## src/rtl/rv32i_ctrl_pkg.sv

```systemverilog
// Shared encodings for the multicycle RV32I control path: FSM states, opcodes,
// ALU operation classes and the datapath mux select codes.
package rv32i_ctrl_pkg;

    typedef enum logic [3:0] {
        FETCH    = 4'd0,
        DECODE   = 4'd1,
        MEMADR   = 4'd2,
        MEMREAD  = 4'd3,
        MEMWB    = 4'd4,
        MEMWRITE = 4'd5,
        EXECUTER = 4'd6,
        EXECUTEI = 4'd7,
        JAL      = 4'd8,
        ALUWB    = 4'd9,
        BEQ      = 4'd10
    } state_t;

    localparam logic [6:0] OP_LOAD  = 7'b0000011;
    localparam logic [6:0] OP_STORE = 7'b0100011;
    localparam logic [6:0] OP_R     = 7'b0110011;
    localparam logic [6:0] OP_I     = 7'b0010011;
    localparam logic [6:0] OP_JAL   = 7'b1101111;
    localparam logic [6:0] OP_BEQ   = 7'b1100011;

    localparam logic [1:0] ALU_ADD   = 2'b00;
    localparam logic [1:0] ALU_SUB   = 2'b01;
    localparam logic [1:0] ALU_FUNCT = 2'b10;

    localparam logic [1:0] SRC_A_PC    = 2'b00;
    localparam logic [1:0] SRC_A_OLDPC = 2'b01;
    localparam logic [1:0] SRC_A_RS1   = 2'b10;

    localparam logic [1:0] SRC_B_RS2  = 2'b00;
    localparam logic [1:0] SRC_B_IMM  = 2'b01;
    localparam logic [1:0] SRC_B_FOUR = 2'b10;

    localparam logic [1:0] RES_ALUOUT = 2'b00;
    localparam logic [1:0] RES_RDATA  = 2'b01;
    localparam logic [1:0] RES_ALU    = 2'b10;

endpackage

```

## src/rtl/multicycle_controller.sv

```systemverilog
// Main control FSM of the multicycle RV32I core: sequences fetch/decode/execute/
// memory/writeback and drives the datapath selects and strobes.
//
// state    | meaning
// FETCH    | read instruction at PC, PC+4 into PC when memory answers
// DECODE   | compute branch target, dispatch on opcode
// MEMADR   | rs1 + imm for load/store address
// MEMREAD  | load access, wait for mem_ready
// MEMWB    | write read data into rd
// MEMWRITE | store access, wait for mem_ready
// EXECUTER | register-register ALU op
// EXECUTEI | register-immediate ALU op
// JAL      | PC <= target, old PC + 4 into ALU out
// ALUWB    | write ALU out into rd
// BEQ      | compare rs1/rs2, take branch on zero
module multicycle_controller
    import rv32i_ctrl_pkg::*;
(
    input  logic       clk,
    input  logic       rst_n,
    input  logic [6:0] op_i,
    input  logic       zero_i,
    input  logic       mem_ready_i,
    output logic       mem_req_o,
    output logic       adr_src_o,
    output logic       mem_write_o,
    output logic       ir_write_o,
    output logic       pc_write_o,
    output logic       reg_write_o,
    output logic [1:0] result_src_o,
    output logic [1:0] alu_src_a_o,
    output logic [1:0] alu_src_b_o,
    output logic [1:0] alu_op_o,
    output logic       illegal_op_o,
    output logic       instr_retired_o
);

    state_t state_q, state_d;

    logic mem_req, mem_write, ir_write, pc_update, branch, reg_write;
    logic illegal, retired;

    always_ff @(posedge clk or negedge rst_n) begin
        if (!rst_n) state_q <= FETCH;
        else        state_q <= state_d;
    end

    always_comb begin
        state_d      = state_q;
        mem_req      = 1'b0;
        mem_write    = 1'b0;
        ir_write     = 1'b0;
        pc_update    = 1'b0;
        branch       = 1'b0;
        reg_write    = 1'b0;
        illegal      = 1'b0;
        retired      = 1'b0;
        adr_src_o    = 1'b0;
        result_src_o = RES_ALUOUT;
        alu_src_a_o  = SRC_A_PC;
        alu_src_b_o  = SRC_B_RS2;
        alu_op_o     = ALU_ADD;
        unique case (state_q)
            FETCH: begin
                mem_req      = 1'b1;
                alu_src_b_o  = SRC_B_FOUR;
                result_src_o = RES_ALU;
                ir_write     = mem_ready_i;
                pc_update    = mem_ready_i;
                if (mem_ready_i) state_d = DECODE;
            end
            DECODE: begin
                alu_src_a_o = SRC_A_OLDPC;
                alu_src_b_o = SRC_B_IMM;
                case (op_i)
                    OP_LOAD, OP_STORE: state_d = MEMADR;
                    OP_R:              state_d = EXECUTER;
                    OP_I:              state_d = EXECUTEI;
                    OP_JAL:            state_d = JAL;
                    OP_BEQ:            state_d = BEQ;
                    default: begin
                        state_d = FETCH;
                        illegal = 1'b1;
                    end
                endcase
            end
            MEMADR: begin
                alu_src_a_o = SRC_A_RS1;
                alu_src_b_o = SRC_B_IMM;
                state_d     = op_i[5] ? MEMWRITE : MEMREAD;
            end
            MEMREAD: begin
                mem_req   = 1'b1;
                adr_src_o = 1'b1;
                if (mem_ready_i) state_d = MEMWB;
            end
            MEMWB: begin
                result_src_o = RES_RDATA;
                reg_write    = 1'b1;
                retired      = 1'b1;
                state_d      = FETCH;
            end
            MEMWRITE: begin
                mem_req   = 1'b1;
                mem_write = 1'b1;
                adr_src_o = 1'b1;
                retired   = mem_ready_i;
                if (mem_ready_i) state_d = FETCH;
            end
            EXECUTER: begin
                alu_src_a_o = SRC_A_RS1;
                alu_op_o    = ALU_FUNCT;
                state_d     = ALUWB;
            end
            EXECUTEI: begin
                alu_src_a_o = SRC_A_RS1;
                alu_src_b_o = SRC_B_IMM;
                alu_op_o    = ALU_FUNCT;
                state_d     = ALUWB;
            end
            JAL: begin
                alu_src_a_o = SRC_A_OLDPC;
                alu_src_b_o = SRC_B_FOUR;
                pc_update   = 1'b1;
                state_d     = ALUWB;
            end
            ALUWB: begin
                reg_write = 1'b1;
                retired   = 1'b1;
                state_d   = FETCH;
            end
            BEQ: begin
                alu_src_a_o = SRC_A_RS1;
                alu_op_o    = ALU_SUB;
                branch      = 1'b1;
                retired     = 1'b1;
                state_d     = FETCH;
            end
            default: state_d = FETCH;
        endcase
    end

    // State is already FETCH during reset; gating keeps a stale request off the bus.
    assign mem_req_o       = rst_n & mem_req;
    assign mem_write_o     = rst_n & mem_write;
    assign ir_write_o      = rst_n & ir_write;
    assign pc_write_o      = rst_n & (pc_update | (branch & zero_i));
    assign reg_write_o     = rst_n & reg_write;
    assign illegal_op_o    = rst_n & illegal;
    assign instr_retired_o = rst_n & retired;

endmodule

```

## config.mk

```make
export PLATFORM = sky130hd
export DESIGN_NAME = multicycle_controller
export DESIGN_NICKNAME = d
export VERILOG_FILES = /design/src/rtl/rv32i_ctrl_pkg.sv /design/src/rtl/multicycle_controller.sv
export SDC_FILE = /design/constraint.sdc
export NUM_CORES = 1
export LEC_CHECK = 0
export BUFFER_PORTS_ARGS = -buffer_cell sky130_fd_sc_hd__buf_2
export CAP_MARGIN = 20
export CORE_MARGIN = 2
export CORE_UTILIZATION = 41
export DETAILED_ROUTE_END_ITERATION = 16
export PLACE_DENSITY = 0.74
export SLEW_MARGIN = 20
export SYNTH_ARGS = -nofsm -noshare
export SYNTH_HDL_FRONTEND = slang
export SYNTH_SLANG_ARGS = --single-unit
```

## constraint.sdc

```tcl
create_clock -name clk -period 1.4 [get_ports clk]
set_input_delay 0.07 -clock clk [delete_from_list [all_inputs] [get_ports clk]]
set_output_delay 0.07 -clock clk [all_outputs]
set_load 0.02 [all_outputs]
```

==> impl_metrics.toml <==
[global_route]
grt_max_degree = 13
first_global_vias = 877
antenna_found_initial = 0
grt_pass1_wl_um = 4091
grt.total_usage_pct = 29.19
grt-ovfl-total = 0

[floorplan]
core_area_mm2 = 0.001334
die_x_um = 42.31
rows = 13
dieArea_mm2 = 0.001790
die_height_um = 42.31
start_util_pct = 45.12
pin_count = 27

[sta]
timing.slew.headroom_pct = 69.24
hold_viol_final = 0
finalCritPeriodShare_pct = 112.7
grt_setup_unrepaired = "true"
fmax_mhz = 633.5
worst_pin_slew_ns = 0.4557
skew_ns = 0.007051
fin_ws_ns = -0.1784
fin_tns_setup_ns = -1.619
setup_viol = 16
slew_viol_final = 0
period_minus_slack_ns = 1.578

[drt]
vias = 898
drt-total-wl_um = 2795
drc = 0
detail_route.wl_per_cell_um = 18.89
vias_per_cell = 6.068
postRouteAntennaNets = 0
initialDrtViolationCount = 32
drt_first_pass_iters = 5

[yosys]
synth_top_area_share_pct = 16.63
synth.distinct_cells = 35
synthSimpleGateAreaFrac_pct = 46.99
synthCells = 82
ys_warn_count = 0
ys_ff_latch = 4
syn-cell-area_um2 = 601.8
synth_top_family_by_area = "simple AND/OR/NAND/NOR gates"
synth_xor_area_share_pct = 5.821
yosysSeqAreaShare_pct = 16.63
avgSynthCellArea_um2 = 7.339
synth_mux_area_share_pct = 0
synth_area_leaders = "dfrtp_1 17%, nand2b_1 5.2%, nand3b_1 5.0%, nor2_1 5.0%, xnor2_1 4.4%"
synth_top_area_cell = "dfrtp_1"
synth_fa_ha_area_share_pct = 1.663
synth_nets = 93
synth_compound_area_share_pct = 21.62

[pwr]
p_leak_uw = 0.0005412
power_density_mw_per_mm2 = 1377
peakVddDrop_uv = 861.2

[clock_tree]
clockBufferDepth = 2
cts_tree = "done"
cts_inserted_buffers = 3
cts_root_buf = "clkbuf_4"
cts.sinks = 4
htree_levels = 1
clk_pin_slew_ns = 0.04
worstSkewPairLatency_ns = 0.24

[critical_path]
cp-endpoint = "instr_retired_o"
crit_path_end_kind = "output pin"
cp-start-kind = "register"
r2r_setup_slack_ns = -0.15
critPathLaunch = "state_q[3]$_DFFE_PN0P_"
crit_path_max_fanout = 5
worstPathRequired_ns = 1.33
timing.rr.start = "state_q[1]$_DFFE_PN0P_"
critPathKind = "reg2out"
timing.rr.end = "state_q[2]$_DFFE_PN0P_"
arrival_ns = 1.51
r2r_cells = 4

[finish]
final_nets = 145
antenna_cells = 0
largest_reg_flops = 4
drive_gt1_share_pct = 59.40
top_regs = "state_q: 4 flops"
fillers = 56
regMostFlops = "state_q"
final_common_cell = "buf_4"
final_cell_mix = "23 x buf_4, 14 x buf_2, 14 x buf_6, 6 x nand2_1"
area_growth_pct = 99.38
final_core_util_pct = 89.96

[worst_hold_path]
holdCritPathClass = "in2reg"

[placement]
pre_cts_ws_ns = -0.09271
gp_congestion = 0.8564
detailedPlacementHpwl_um = 1411
io_buffers = 26

[outcome]
violations = "setup timing"
status = "finished with violations"

[job]
cap_viol_max_count = 0
## cells in the mapped netlist (all sizes together)
master   number
clkbuf        3
or4b          1
nor4bb        2
xor2          1
buf           5
xnor2         3
nor2b         3
o311ai        1
nand2b        5
a21oi         4
a21o          2
a32o          1
nand3b        4
inv           2
and4b         1
dfrtp         4
o21ai         2
nand4bb       1
maj3          1
nand2         6
nand3         1
and3          2
o21a          2
and2          1
nor3b         3
o22ai         1
o31ai         1
nor2          8
o21bai        1
a31oi         1
a22oi         2
a2111oi       1
nor3          3
nor4          3
## timing repair
item                                    CTS  global route
cloned                                    1             0
hold buffers                              1             0
gates resized for setup                  25            22
endpoints found under the hold margin     4             0
setup buffers                            10             4
pin swaps                                 7             4
endpoints found under the setup margin   13            19
## power by group
part,internal (uW),total (uW),switching (uW),leakage (uW)
registers,138,161,22.7,0.0000488
logic,696,1330,638,0.000477
clock network,107,158,50.4,0.0000150
## worst max-delay path, cell delays in order (launching register included)
cell      delay, ns
dfrtp_2        0.45
nand2b_1       0.21
o21a_1         0.20
o22ai_1        0.13
and2_1         0.16
buf_6          0.12
## final cells by class
cell class / count / area, um^2 / area share [%]
clock buffer: 4 / 26.28 / 2.190
tap: 15 / 18.77 / 1.564
inverter: 2 / 7.507 / 0.6257
sequential: 4 / 103.9 / 8.655
multi-input combinational: 68 / 575.6 / 47.97
timing repair buffer: 55 / 467.9 / 39.00
## worst min path at each step
stage / start / depth (start not counted) / end / slack [ns]
2_1_floorplan: rst_n / 0 / state_q[0]$_DFFE_PN0P_ / -0.23
3_3_place_gp: rst_n / 2 / state_q[3]$_DFFE_PN0P_ / 0.005
3_5_place_dp: rst_n / 2 / state_q[3]$_DFFE_PN0P_ / -0.009
4_1_cts: op_i[4] / 3 / state_q[0]$_DFFE_PN0P_ / 0.15
5_1_grt: op_i[4] / 3 / state_q[2]$_DFFE_PN0P_ / 0.19
6_report: op_i[6] / 3 / state_q[1]$_DFFE_PN0P_ / 0.19
## layer usage
metal | wire length, um | GRT usage (%)
met1 | 1067 | 35.40
met2 | 1445 | 50.77
met3 | 166 | 4.310
met4 | 115 | 11.88
met5 | 0 | 0
## cells by family (layout without fill, tap and decap cells)
group | count (synthesis) | in the layout
compound gates | 19 | 19
xor+xnor | 4 | 4
fa+ha+maj | 1 | 1
buf+inv | 10 | 61
flops | 4 | 4
simple gates | 44 | 44
## metrics by stage
step           cells  instance area (um^2)  hold WS [ns]  power, uW
2_1_floorplan     82                 666.9       -0.2256      714.7
3_3_place_gp     128                 863.3      0.004580      943.7
3_5_place_dp     128                 863.3     -0.008700      962.2
4_1_cts          144                  1089        0.1487       1400
5_1_grt          148                  1200        0.1925       1730
6_report         148                  1200        0.1910       1652
Power figures use the tool's default switching activity.
